## src/rtl/poisson_spike_encoder_if.sv

```systemverilog
// Spike-event stream from the encoder to the neuron/NoC injection port.
// valid/ready: the producer raises spike_valid with spike_addr and holds both stable until it samples spike_ready high at a clock edge; the event transfers on that edge.
interface poisson_spike_encoder_if #(
    parameter int ADDR_W = 4
);
    logic              spike_valid;
    logic [ADDR_W-1:0] spike_addr;
    logic              spike_ready;

    modport master (
        output spike_valid,
        output spike_addr,
        input  spike_ready
    );

    modport slave (
        input  spike_valid,
        input  spike_addr,
        output spike_ready
    );
endinterface

```

## src/rtl/poisson_spike_encoder.sv

```systemverilog
// Converts per-channel firing rates into Bernoulli spikes: each time step, every channel's
// rate is compared against one fresh LFSR word and a hit emits the channel index as an event.
module poisson_spike_encoder #(
    parameter int DSIZE  = 16,
    parameter int NUM_CH = 16,
    parameter int ADDR_W = 4
) (
    input  logic                clk_i,
    input  logic                reset_n_i,
    input  logic                step_i,
    input  logic                wr_en_i,
    input  logic [ADDR_W-1:0]   wr_addr_i,
    input  logic [DSIZE-1:0]    wr_dat_i,
    input  logic [DSIZE-1:0]    rand_dat_i,
    output logic                rd_rand_o,
    poisson_spike_encoder_if.master spike_if,
    output logic                busy_o,
    output logic                done_o,
    output logic [ADDR_W:0]     spike_cnt_o,
    output logic                overrun_o,
    output logic [1:0]          state_dbg_o
);

    typedef enum logic [1:0] {
        IDLE = 2'd0,
        SCAN = 2'd1,
        EMIT = 2'd2,
        DONE = 2'd3
    } state_t;

    localparam logic [ADDR_W-1:0] LAST_IDX = ADDR_W'(NUM_CH - 1);
    localparam logic [ADDR_W:0]   NUM_CH_W = (ADDR_W + 1)'(NUM_CH);

    state_t              state_q, state_d;
    logic [ADDR_W-1:0]   idx_q;
    logic [ADDR_W-1:0]   spike_addr_q;
    logic [ADDR_W:0]     spike_cnt_q;
    logic                overrun_q;
    logic [DSIZE-1:0]    rate_q [NUM_CH];

    logic hit;
    logic handshake;
    logic is_last;

    // Compare uses the registered rate, so a same-cycle write never affects it.
    assign hit       = (rand_dat_i < rate_q[idx_q]);
    assign handshake = (state_q == EMIT) && spike_if.spike_ready;
    assign is_last   = (idx_q == LAST_IDX);

    // State register
    always_ff @(posedge clk_i or negedge reset_n_i) begin
        if (!reset_n_i) begin
            state_q <= IDLE;
        end else begin
            state_q <= state_d;
        end
    end

    // Next-state logic
    always_comb begin
        state_d = state_q;
        case (state_q)
            IDLE: if (step_i) state_d = SCAN;
            SCAN: begin
                if (hit)          state_d = EMIT;
                else if (is_last) state_d = DONE;
            end
            EMIT: begin
                if (handshake) state_d = is_last ? DONE : SCAN;
            end
            DONE:    state_d = IDLE;
            default: state_d = IDLE;
        endcase
    end

    // Outputs decoded from the current state
    always_comb begin
        rd_rand_o            = (state_q == SCAN);
        spike_if.spike_valid = (state_q == EMIT);
        spike_if.spike_addr  = spike_addr_q;
        busy_o               = (state_q != IDLE);
        done_o               = (state_q == DONE);
        spike_cnt_o          = spike_cnt_q;
        overrun_o            = overrun_q;
        state_dbg_o          = state_q;
    end

    // Scan index, captured spike address, per-step counter and overrun flag
    always_ff @(posedge clk_i or negedge reset_n_i) begin
        if (!reset_n_i) begin
            idx_q        <= '0;
            spike_addr_q <= '0;
            spike_cnt_q  <= '0;
            overrun_q    <= 1'b0;
        end else begin
            case (state_q)
                IDLE: begin
                    if (step_i) begin
                        idx_q       <= '0;
                        spike_cnt_q <= '0;
                        overrun_q   <= 1'b0;
                    end
                end
                SCAN: begin
                    if (hit)           spike_addr_q <= idx_q;
                    else if (!is_last) idx_q        <= idx_q + 1'b1;
                end
                EMIT: begin
                    if (handshake) begin
                        spike_cnt_q <= spike_cnt_q + 1'b1;
                        if (!is_last) idx_q <= idx_q + 1'b1;
                    end
                end
                default: ;
            endcase
            if (step_i && (state_q != IDLE)) overrun_q <= 1'b1;
        end
    end

    // Rate registers; out-of-range addresses are dropped
    always_ff @(posedge clk_i or negedge reset_n_i) begin
        if (!reset_n_i) begin
            for (int i = 0; i < NUM_CH; i++) rate_q[i] <= '0;
        end else if (wr_en_i && ({1'b0, wr_addr_i} < NUM_CH_W)) begin
            rate_q[wr_addr_i] <= wr_dat_i;
        end
    end

endmodule

```

## src/flat_wrapper.sv

```systemverilog
// flat-port wrapper written by rule: the top's interface ports become plain ports
module poisson_spike_encoder_flat 
#(
    parameter int DSIZE  = 16,
    parameter int NUM_CH = 16,
    parameter int ADDR_W = 4
)
  (clk_i, reset_n_i, step_i, wr_en_i, wr_addr_i, wr_dat_i, rand_dat_i, rd_rand_o, busy_o, done_o, spike_cnt_o, overrun_o, state_dbg_o, spike_if_spike_valid, spike_if_spike_addr, spike_if_spike_ready);
  poisson_spike_encoder_if #(.ADDR_W(ADDR_W)) spike_if_i ();
  input  logic clk_i;
  input  logic reset_n_i;
  input  logic step_i;
  input  logic wr_en_i;
  input  logic [ADDR_W-1:0] wr_addr_i;
  input  logic [DSIZE-1:0] wr_dat_i;
  input  logic [DSIZE-1:0] rand_dat_i;
  output logic rd_rand_o;
  output logic busy_o;
  output logic done_o;
  output logic [ADDR_W:0] spike_cnt_o;
  output logic overrun_o;
  output logic [1:0] state_dbg_o;
  output wire logic [$bits(spike_if_i.spike_valid)-1:0] spike_if_spike_valid;
  output wire logic [$bits(spike_if_i.spike_addr)-1:0] spike_if_spike_addr;
  input wire logic [$bits(spike_if_i.spike_ready)-1:0] spike_if_spike_ready;
  assign spike_if_spike_valid = spike_if_i.spike_valid;
  assign spike_if_spike_addr = spike_if_i.spike_addr;
  assign spike_if_i.spike_ready = spike_if_spike_ready;
  poisson_spike_encoder #(.DSIZE(DSIZE), .NUM_CH(NUM_CH), .ADDR_W(ADDR_W)) u_core (.clk_i(clk_i), .reset_n_i(reset_n_i), .step_i(step_i), .wr_en_i(wr_en_i), .wr_addr_i(wr_addr_i), .wr_dat_i(wr_dat_i), .rand_dat_i(rand_dat_i), .rd_rand_o(rd_rand_o), .spike_if(spike_if_i), .busy_o(busy_o), .done_o(done_o), .spike_cnt_o(spike_cnt_o), .overrun_o(overrun_o), .state_dbg_o(state_dbg_o));
endmodule
```

## config.mk

```make
export PLATFORM = sky130hd
export DESIGN_NAME = poisson_spike_encoder_flat
export DESIGN_NICKNAME = d
export VERILOG_FILES = /design/src/rtl/poisson_spike_encoder_if.sv /design/src/rtl/poisson_spike_encoder.sv /design/src/flat_wrapper.sv
export SDC_FILE = /design/constraint.sdc
export NUM_CORES = 1
export LEC_CHECK = 0
export ABC_AREA = 1
export BUFFER_PORTS_ARGS = -buffer_cell sky130_fd_sc_hd__buf_2
export CORE_MARGIN = 1
export CORE_UTILIZATION = 35
export DETAILED_ROUTE_END_ITERATION = 7
export SETUP_SLACK_MARGIN = 0.1
export SYNTH_ARGS = -nofsm -noshare
export SYNTH_HDL_FRONTEND = slang
export SYNTH_SLANG_ARGS = --single-unit
```

## constraint.sdc

```tcl
create_clock -name clk_i -period 5.6 [get_ports clk_i]
set_input_delay 0.28 -clock clk_i [delete_from_list [all_inputs] [get_ports clk_i]]
set_output_delay 0.28 -clock clk_i [all_outputs]
set_load 0.02 [all_outputs]
```

After elaboration in Yosys (flattened, before gate mapping)
Cells that the tools add are included.
- input port bits: 41
- word-level logic and storage cells: 74
- output and inout bits: 16
- register bits after elaboration: 272
- $lt $le $gt $ge: 4
- add/sub/neg operators: 2
- mux-type cells: 23
- bitwise logic cells: 2
- eq/ne operators: 8
- reduce and logical (&&, ||, !) cells: 14
- operators by type and width (kind ; count):
    bitwise mux 256 bit ; 1
    binary-select mux 16 bit (select 4 bit) ; 1
    demux 16 bit (select 4 bit) ; 1
    two-way mux 16 bit ; 3
    less-than comparator 16 bit ; 1
    two-way mux 4 bit ; 4
    case mux 4 bit (3 select lines) ; 1
    >= comparator 5 bit, second input constant ; 2
    two-way mux 2 bit ; 5
    two-way mux 5 bit ; 2
    inverter 4 -> 5 bit ; 2
    case mux 5 bit (2 select lines) ; 1
    case mux 2 bit (4 select lines) ; 1
    nonzero test 2 bit ; 4
    AND reduction 3 bit ; 2
    adder 5 x 1 -> 5 bit, second input constant ; 1
    less-than comparator 5 x 1 -> 1 bit, second input constant ; 1
    adder 4 x 1 -> 4 bit, second input constant ; 1
    == test 2 bit, second input constant ; 2
    == test 4 bit, second input constant ; 1
    inequality test 2 bit, second input constant ; 2
    AND reduction 2 bit ; 2
    AND reduction 4 bit ; 1
    logical AND 1 bit ; 3
    other kinds (6) ; 8

Longest topological paths before layout
Gate-level depths: netlist of run 1.
- depth in word-level cells: 7
- mapped depth: 24

Worst setup path before layout of run 1
Ideal clock, no wire load.
- path kind: register to register
- start point: register u_core.idx_q[0]
- end point: register u_core.state_q[1] (netlist: u_core.state_dbg_o[1])
- arrival: 3.262 ns
- clock period less this slack: 3.384 ns
- buffers on the path: 3
- library setup time: 0.123 ns
- stages on the path, launching flop included: 21
- setup slack: 2.216 ns
- cells stage by stage: dfrtp_1 -> inv_2 -> buf_6 -> clkbuf_1 -> clkbuf_1 -> nand2_1 -> a221oi_1 -> o21ai_0 -> nand2_1 -> inv_1 -> ha_1 -> nand2_1 -> inv_2 -> nand3_1 -> a31oi_1 -> a2111oi_0 -> nand2_1 -> nand3_1 -> nand2_1 -> nand2_1 -> o21ai_1
- cells in the longest elaborated chain, start to end: 7
- elaborated cells between the ends (all ways): 12
- RTL lines (item ; line ; RTL):
    start, declared ; poisson_spike_encoder.sv:35 ; logic [ADDR_W-1:0] idx_q;
    start signal, assigned ; poisson_spike_encoder.sv:106 ; else if (!is_last) idx_q <= idx_q + 1'b1;
    start signal, assigned ; poisson_spike_encoder.sv:111 ; if (!is_last) idx_q <= idx_q + 1'b1;
    inverter 4 -> 5 bit (implied by the code) ; poisson_spike_encoder.sv:46 ; assign hit = (rand_dat_i < rate_q[idx_q]);
    binary-select mux 16 bit (select 4 bit) ; poisson_spike_encoder.sv:46 ;
    two-way mux 16 bit (implied by the code) (2 in a row) ; poisson_spike_encoder.sv:46 ;
    less-than comparator 16 bit ; poisson_spike_encoder.sv:46 ;
    two-way mux 2 bit or inequality test 3 x 1 -> 1 bit (tied branches) ; -- ;
    case mux 2 bit (4 select lines) or AND reduction 3 bit (tied branches) ; -- ;
    end signal, assigned ; poisson_spike_encoder.sv:55 ; state_q <= state_d;
    end, declared ; poisson_spike_encoder.sv:34 ; state_t state_q, state_d;
Several ways; a longest one is shown, not always the timed one. The select of a mux whose other input is x is not followed.
A chain may end at the register's enable or synchronous reset.

Worst setup path in the final report of run 1
- start point: register u_core.idx_q[0]
- end point: register u_core.idx_q[1]
- cells in the longest elaborated chain, start to end: 7
- elaborated cells between the ends (all ways): 13
- RTL lines (item ; line):
    inverter 4 -> 5 bit (implied by the code) ; poisson_spike_encoder.sv:46
    binary-select mux 16 bit (select 4 bit) ; poisson_spike_encoder.sv:46
    two-way mux 16 bit (implied by the code) (2 in a row) ; poisson_spike_encoder.sv:46
    less-than comparator 16 bit ; poisson_spike_encoder.sv:46
    inequality test 2 bit (no source line) ; --
    AND reduction 4 bit (no source line) ; --
Several ways; a longest one is shown, not always the timed one. The select of a mux whose other input is x is not followed.

==> metrics.txt, run 1 <==
Final Hold Vio Count 0; full die area 36,600 µm²; CP arrival 4440 ps; Synth Instances 1,523; worst slew pin tran 1270 ps; CP endpoint kind flop; Power Total 7.11 mW; placed cell area 13,200 µm²; FILL cells around 3,500; Synthesized Nets ~1,600; Yosys cell types 34; diode count 0; number of buffers created by CTS 30; FF+latch count, synth 272; cells resized by post-CTS repair 0; Clock Path Buffers 3; starting density of the core 36.0%; largest fanout on the critical path 77; Core Region around 35,000 µm²; Tcrit/Tclk final a little over two thirds; vias in the first global route between 10,000 and 15,000; Ports 57; Max Clock Freq 0.253 GHz; dpl hpwl approximately 23 mm; # DRC 0; clk root buf clkbuf_16; gp weighted congestion around 0.8; Die X 191 µm; H-tree depth 1; Pwr Density 493 nW/µm²; warnings from Yosys 0; fin crit period just under 4000 ps; RSZ-0062 raised after global routing no; Reg area 6810 µm²; Initial DRC Count roughly 900; Die Ht between 150 and 200 µm; Avg WL per Cell 17.9 µm; layout cells sized above 1 under 10%; Synth area leader dfrtp_1; run status finished, final reports clean; Hold Crit Class input pin to flop; Avg Inst Size Synth just over 8 µm²; Worst Skew 7.65 ps; Vias/cell around 5.3; Clock Sink Count between 200 and 300; CTS tree yes; setup total negative slack 0 ps; # rows 68; final design area excluding fillers 14,400 µm²; maximum VDD drop 0.297 mV; Crit Path Category flop to flop; final wirelength approximately 36 mm; asr flop ratio synth 100%; Reg clk slew, reported paths 60 ps; initial antenna violation count 0; Max-Cap Viols 0; Final Setup Violations 0; Overflow after GRT 0; Layout area overhead 14.8%; Nets 1,602; commonest non-fill, non-tap cells in the layout nand2_1, o21ai_0, dfrtp_1; Max Slew Vio Count 0; Rel. slew slack 14.9%; Clock Latency Late Sink approximately 550 ps; IO buf count 56; Vias 10,600; Synth Flop Type dfrtp_1; slack of the worst reg-to-reg path 1640 ps; first-pass detailed-route iteration total 5; synthesized area 12,600 µm²; post-synthesis sequential area ratio 54.2%; Antenna Nets Post-Route 0; largest net degree at the start of global routing ~170; top cells by area, synth dfrtp_1, o21ai_0, nand2_1, a21oi_1, clkbuf_1; multi-input logic area slightly below 5000 µm²; share of the synthesized area in the top cell type 54.2%; Post-synth EDFFs 0; Req. time, crit path 6080 ps; commonest non-fill, non-tap cell in the layout nand2_1; first-pass GRT wire length ~58 mm; static leakage between 6 and 7 nW; startpoint types flop; GRT Total Usage between 20% and 30%
[kinds of logic (layout without fill, tap and decap cells)]
family / count (synthesis) / in the layout / synth area share [%]
DFF: 272 / 272 / 54.2
and+or+nand+nor: 559 / 559 / 17.9
AOI/OAI and AO/OA: 459 / 459 / 19.3
buffers and inverters: 212 / 252 / 6.46
adders and majority gates: 21 / 21 / 2.09
[per-layer routing]
metal,up-vias,global-route usage (%),part of all wire [%]
met5,-,0,0
met2,335,32.1,45
met4,0,5.37,2.3
met1,5136,29.1,47
met3,49,2.63,5.6
li1,5082,-,-
[where the power goes]
group / internal (mW) / leakage, nW / switching [mW]
sequential: 2.39 / 3.43 / 0.340
combinational: 0.781 / 2.84 / 1.52
clock: 1.26 / 0.520 / 0.814
total: 4.43 / 6.79 / 2.68
[through the flow]
step / std cells / hold WS [ps] / setup WS (ps) / utilization (%)
finish: 2018 / 119 / 1640 / 41.3
global route: 2018 / 134 / 1350 / 41.3
CTS: 2018 / 87.4 / 1740 / 41.3
detailed placement: 1945 / 420 / 1770 / 37.8
global placement: 1945 / 417 / 1800 / 37.8
floorplan: 1523 / -15.6 / 2220 / -
[state kept, by name, indices dropped and copies added, names as in the netlist]
signal / flops
u_core.overrun_o: 1
u_core.spike_cnt_o: 5
u_core.rate_q: 256
u_core.spike_if.spike_addr: 4
u_core.idx_q: 4
u_core.state_dbg_o: 2
[final timing paths]
| kind | from | end | cells after the start |
|---|---|---|---|
| min in group asynchronous | reset_n_i | u_core.rate_q[224]$_DFFE_PN0P_ | 2 |
| worst max-delay path | u_core.idx_q[0]$_DFFE_PN0P_ | u_core.idx_q[1]$_DFFE_PN0P_ | 16 |
| worst max register to register | u_core.idx_q[0]$_DFFE_PN0P_ | u_core.idx_q[1]$_DFFE_PN0P_ | 16 |
| worst min register to register | u_core.overrun_o$_DFFE_PN0P_ | u_core.overrun_o$_DFFE_PN0P_ | 1 |
| worst min-delay path | wr_addr_i[0] | u_core.rate_q[94]$_DFFE_PN0P_ | 4 |
| max in group asynchronous | reset_n_i | u_core.rate_q[116]$_DFFE_PN0P_ | 3 |
[cell type report]
cell class,count,area share [%]
Timing Repair Buffer,95,4.53
Inverter,102,2.67
Multi-Input combinational cell,1039,34.4
Clock buffer,41,5.99
Tap cell,455,3.95
Clock inverter,14,1.21
Sequential cell,272,47.3
[worst max-delay path: stages (launching register included)]
cell and delay [ps]:
dfrtp_4 700, inv_4 530, buf_12 380, nand2_1 100
a221oi_1 260, o21ai_0 160, nand2_1 100, inv_1 60
ha_1 300, nand2_1 80, nor2_1 40, a2111oi_0 430
buf_4 210, nand3_4 130, nand2_4 140, nand2_1 60
o21ai_1 100
[synth_stat cells, types with 3 or more instances]
cell / n
nand2_1: 424
o221ai_1: 6
clkbuf_1: 102
inv_2: 3
nand4_1: 12
clkinv_1: 4
nand3_1: 60
buf_1: 3
dfrtp_1: 272
a21oi_1: 77
o22ai_1: 10
inv_1: 95
o21ai_0: 332
nor3_1: 5
buf_2: 3
ha_1: 21
a221oi_1: 18
nor2_1: 49
o21ai_1: 7
[repair_timing]
item | in CTS | in global routing
hold endpoints to repair | 140 | 0
hold buffers | 18 | 0
buffers inserted | 0 | 0
No activity file was read; power rests on OpenSTA's default activity.
==> run 2: changes to the inputs <==
ABC_AREA = 0   (was 1)
clock period = 3.8 ns   (was 5.6 ns; I/O delays follow)
==> metrics.txt, run 2 <==
metal3 WL 1.56 mm; worst slew pin tran between 900 and 1000 ps; Clock Latency Late Sink between 500 and 600 ps; Synthesized Nets 977; Initial DRC Count between 300 and 400; Crit path largest cell delay 500 ps; commonest non-fill, non-tap cells in the layout dfrtp_1, mux2_2, buf_2; Clock Path Buffers 3; Die Ht 194 µm; Endpoint, Worst Hold u_core.spike_cnt_o[2]$_DFFE_PN0P_; Top reg by flops u_core.rate_q; number of buffers created by CTS 30; Max Slew Vio Count 0; share of the synthesized area in the top cell type 52.9%; Die X between 150 and 200 µm; Final Hold Vio Count 0; Nets 1,051; Worst R2R Path Depth 13; maximum VDD drop 0.449 mV; Reg area roughly 6800 µm²; final core utilization 42.0%; Max-Cap Viols 0; CTS tree yes; slack of the worst reg-to-reg path 250 ps; setup total negative slack 0 ps; Avg WL per Cell between 20 and 25 µm; top cells by count, synth dfrtp_1, mux2_2, mux2i_1; Antenna Nets Post-Route 0; Synth Instances 915; wire length on met2 between 15 and 20 mm; layout cells sized above 1 47.8%; full die area 37,500 µm²; Crit Path Category flop to flop; Vias ~8,000; critical path's slowest cell dfrtp_4; Worst Skew between 6 and 7 ps; multi-input logic area 5900 µm²; most frequent cell after synthesis dfrtp_1; static leakage between 6 and 7 nW; FF+latch count, synth 272; fin crit period 3550 ps; min-delay src spike_if_spike_ready; Overflow after GRT 0; Vias/cell 5.43; asr flop ratio synth 100%; run status finished, final reports clean; max reg flops 256; IO buf count 56; worst path cell trace buf_6 -> buf_4 -> mux2i_1 -> a221oi_1 -> o21a_1 -> a221oi_2 -> ha_1 -> nand4_1 -> nor4_1 -> o311ai_2 -> a31oi_2 -> nand2_1 -> a32o_1; highest routed layer met5; FILL cells around 3,300; Avg Inst Size Synth 14.1 µm²; RR Endpoint u_core.state_dbg_o[1]$_DFFE_PN0P_; Yosys cell types 43; commonest non-fill, non-tap cell in the layout dfrtp_1; Synth area leader dfrtp_1; initial antenna violation count 4; # DRC 0; Final Setup Violations 0; vias in the first global route 8,177; Clock Sink Count about 270; final wirelength 33.9 mm; largest net degree at the start of global routing 108; Req. time, crit path 4240 ps; largest fanout on the critical path 6; CP endpoint kind flop; Pwr Density 694 nW/µm²; Rel. slew slack about two fifths; gp weighted congestion roughly 0.8; Hold Crit Class input pin to flop; Core Region 35,900 µm²; Critical R2R Launch u_core.idx_q[0]$_DFFE_PN0P_; Ports 57; hold path cells 4; dpl hpwl 21.4 mm; RSZ-0062 raised after global routing no; first-pass GRT wire length 52.3 mm; Tcrit/Tclk final between 90 and 100%; Max Clock Freq 0.282 GHz; synthesized area 12,900 µm²; # rows 69; post-synthesis sequential area ratio 52.9%; final setup margin 249 ps; worst hold margin between 90 and 100 ps; routed length on met1 15.4 mm; top cells by area, synth dfrtp_1, mux2_2, mux4_2, mux2i_1, a221oi_1; H-tree depth 1; startpoint types flop; first-pass detailed-route iteration total 5; Synth Flop Type dfrtp_1; CP arrival 3990 ps; warnings from Yosys 0; Power Total 10.5 mW; Post-synth EDFFs 0; clk root buf clkbuf_16; Layout area overhead 17.2%; GRT Total Usage 18.2%; Reg clk slew, reported paths 60 ps; starting density of the core 35.8%; Place WS approximately 130 ps
## run 2: cell types whose count changed in the layout (fill, tap and decap cells not counted), sizes merged, moves of 16 or more
cell | previous run | this run
mux2i | 0 | 53
nand2 | 426 | 24
mux4 | 0 | 33
nor2 | 49 | 18
mux2 | 0 | 269
a21oi | 79 | 23
nand3 | 61 | 9
inv | 99 | 9
dlygate4sd3 | 18 | 2
o21ai | 339 | 20
buf | 77 | 105
## run 2: where the power goes
part	switching (mW)	total, mW	internal [mW]	leakage [nW]
combinational	1.75	3.60	1.85	2.63
sequential	0.386	3.98	3.59	3.35
clock	1.17	2.89	1.72	0.499
## run 2: logic make-up after synthesis
logic type / Yosys count / share of synthesized area (%)
flip-flops: 272 / 52.9
adder cells (fa/ha/maj): 21 / 2.04
AO/OA/AOI/OAI: 109 / 6.07
AND/OR/NAND/NOR: 84 / 3.19
buffers and inverters: 74 / 2.33
multiplexers: 355 / 33.5
## run 2: area by class of cell
type	count	share of cell area, %
Clock inverter	9	0.464
Clock buffer	46	6.11
Timing Repair Buffer	107	5.09
Antenna cell	1	0.0166
Multi-Input combinational cell	569	39.1
Tap cell	461	3.82
Sequential cell	272	45.2
Inverter	9	0.224
## run 2: worst max path at each step
stage | cells after the start | end | start
floorplan | 11 | u_core.spike_if.spike_addr[2]$_DFFE_PN0P_ | u_core.idx_q[0]$_DFFE_PN0P_
global placement | 15 | u_core.idx_q[1]$_DFFE_PN0P_ | u_core.idx_q[0]$_DFFE_PN0P_
detailed placement | 13 | u_core.state_dbg_o[1]$_DFFE_PN0P_ | u_core.idx_q[0]$_DFFE_PN0P_
CTS | 12 | u_core.idx_q[1]$_DFFE_PN0P_ | u_core.idx_q[0]$_DFFE_PN0P_
global route | 14 | u_core.state_dbg_o[0]$_DFFE_PN0P_ | u_core.idx_q[0]$_DFFE_PN0P_
finish | 13 | u_core.state_dbg_o[1]$_DFFE_PN0P_ | u_core.idx_q[0]$_DFFE_PN0P_
## run 2: layer usage
metal	vias to the layer above	GRT usage [%]
met3	54	2.59
met4	4	4.92
met1	4210	25.6
met2	161	29.4
met5	-	0
li1	3569	-
## run 2: critical path: cells and delay by family, from the launching register on
family / cells / cell delay, ps
fa+ha+maj: 1 / 330
flops: 1 / 500
simple gates: 3 / 670
buf+inv: 2 / 330
mux: 1 / 120
compound gates: 6 / 1460
## run 2: repair_timing
item / in CTS / in global routing
hold buffers: 2 / 0
hold endpoints to repair: 104 / 0
buffers inserted: 0 / 8
setup endpoints to repair: 0 / 10
gates resized for setup: 0 / 24
## run 2: metrics by stage
stage                     instances  area (µm²)
after floorplan                 915       12900
after detailed placement       1408       13900
after CTS                      1465       14900
final                          1474       15100
after global routing           1473       15100
after global placement         1408       13900
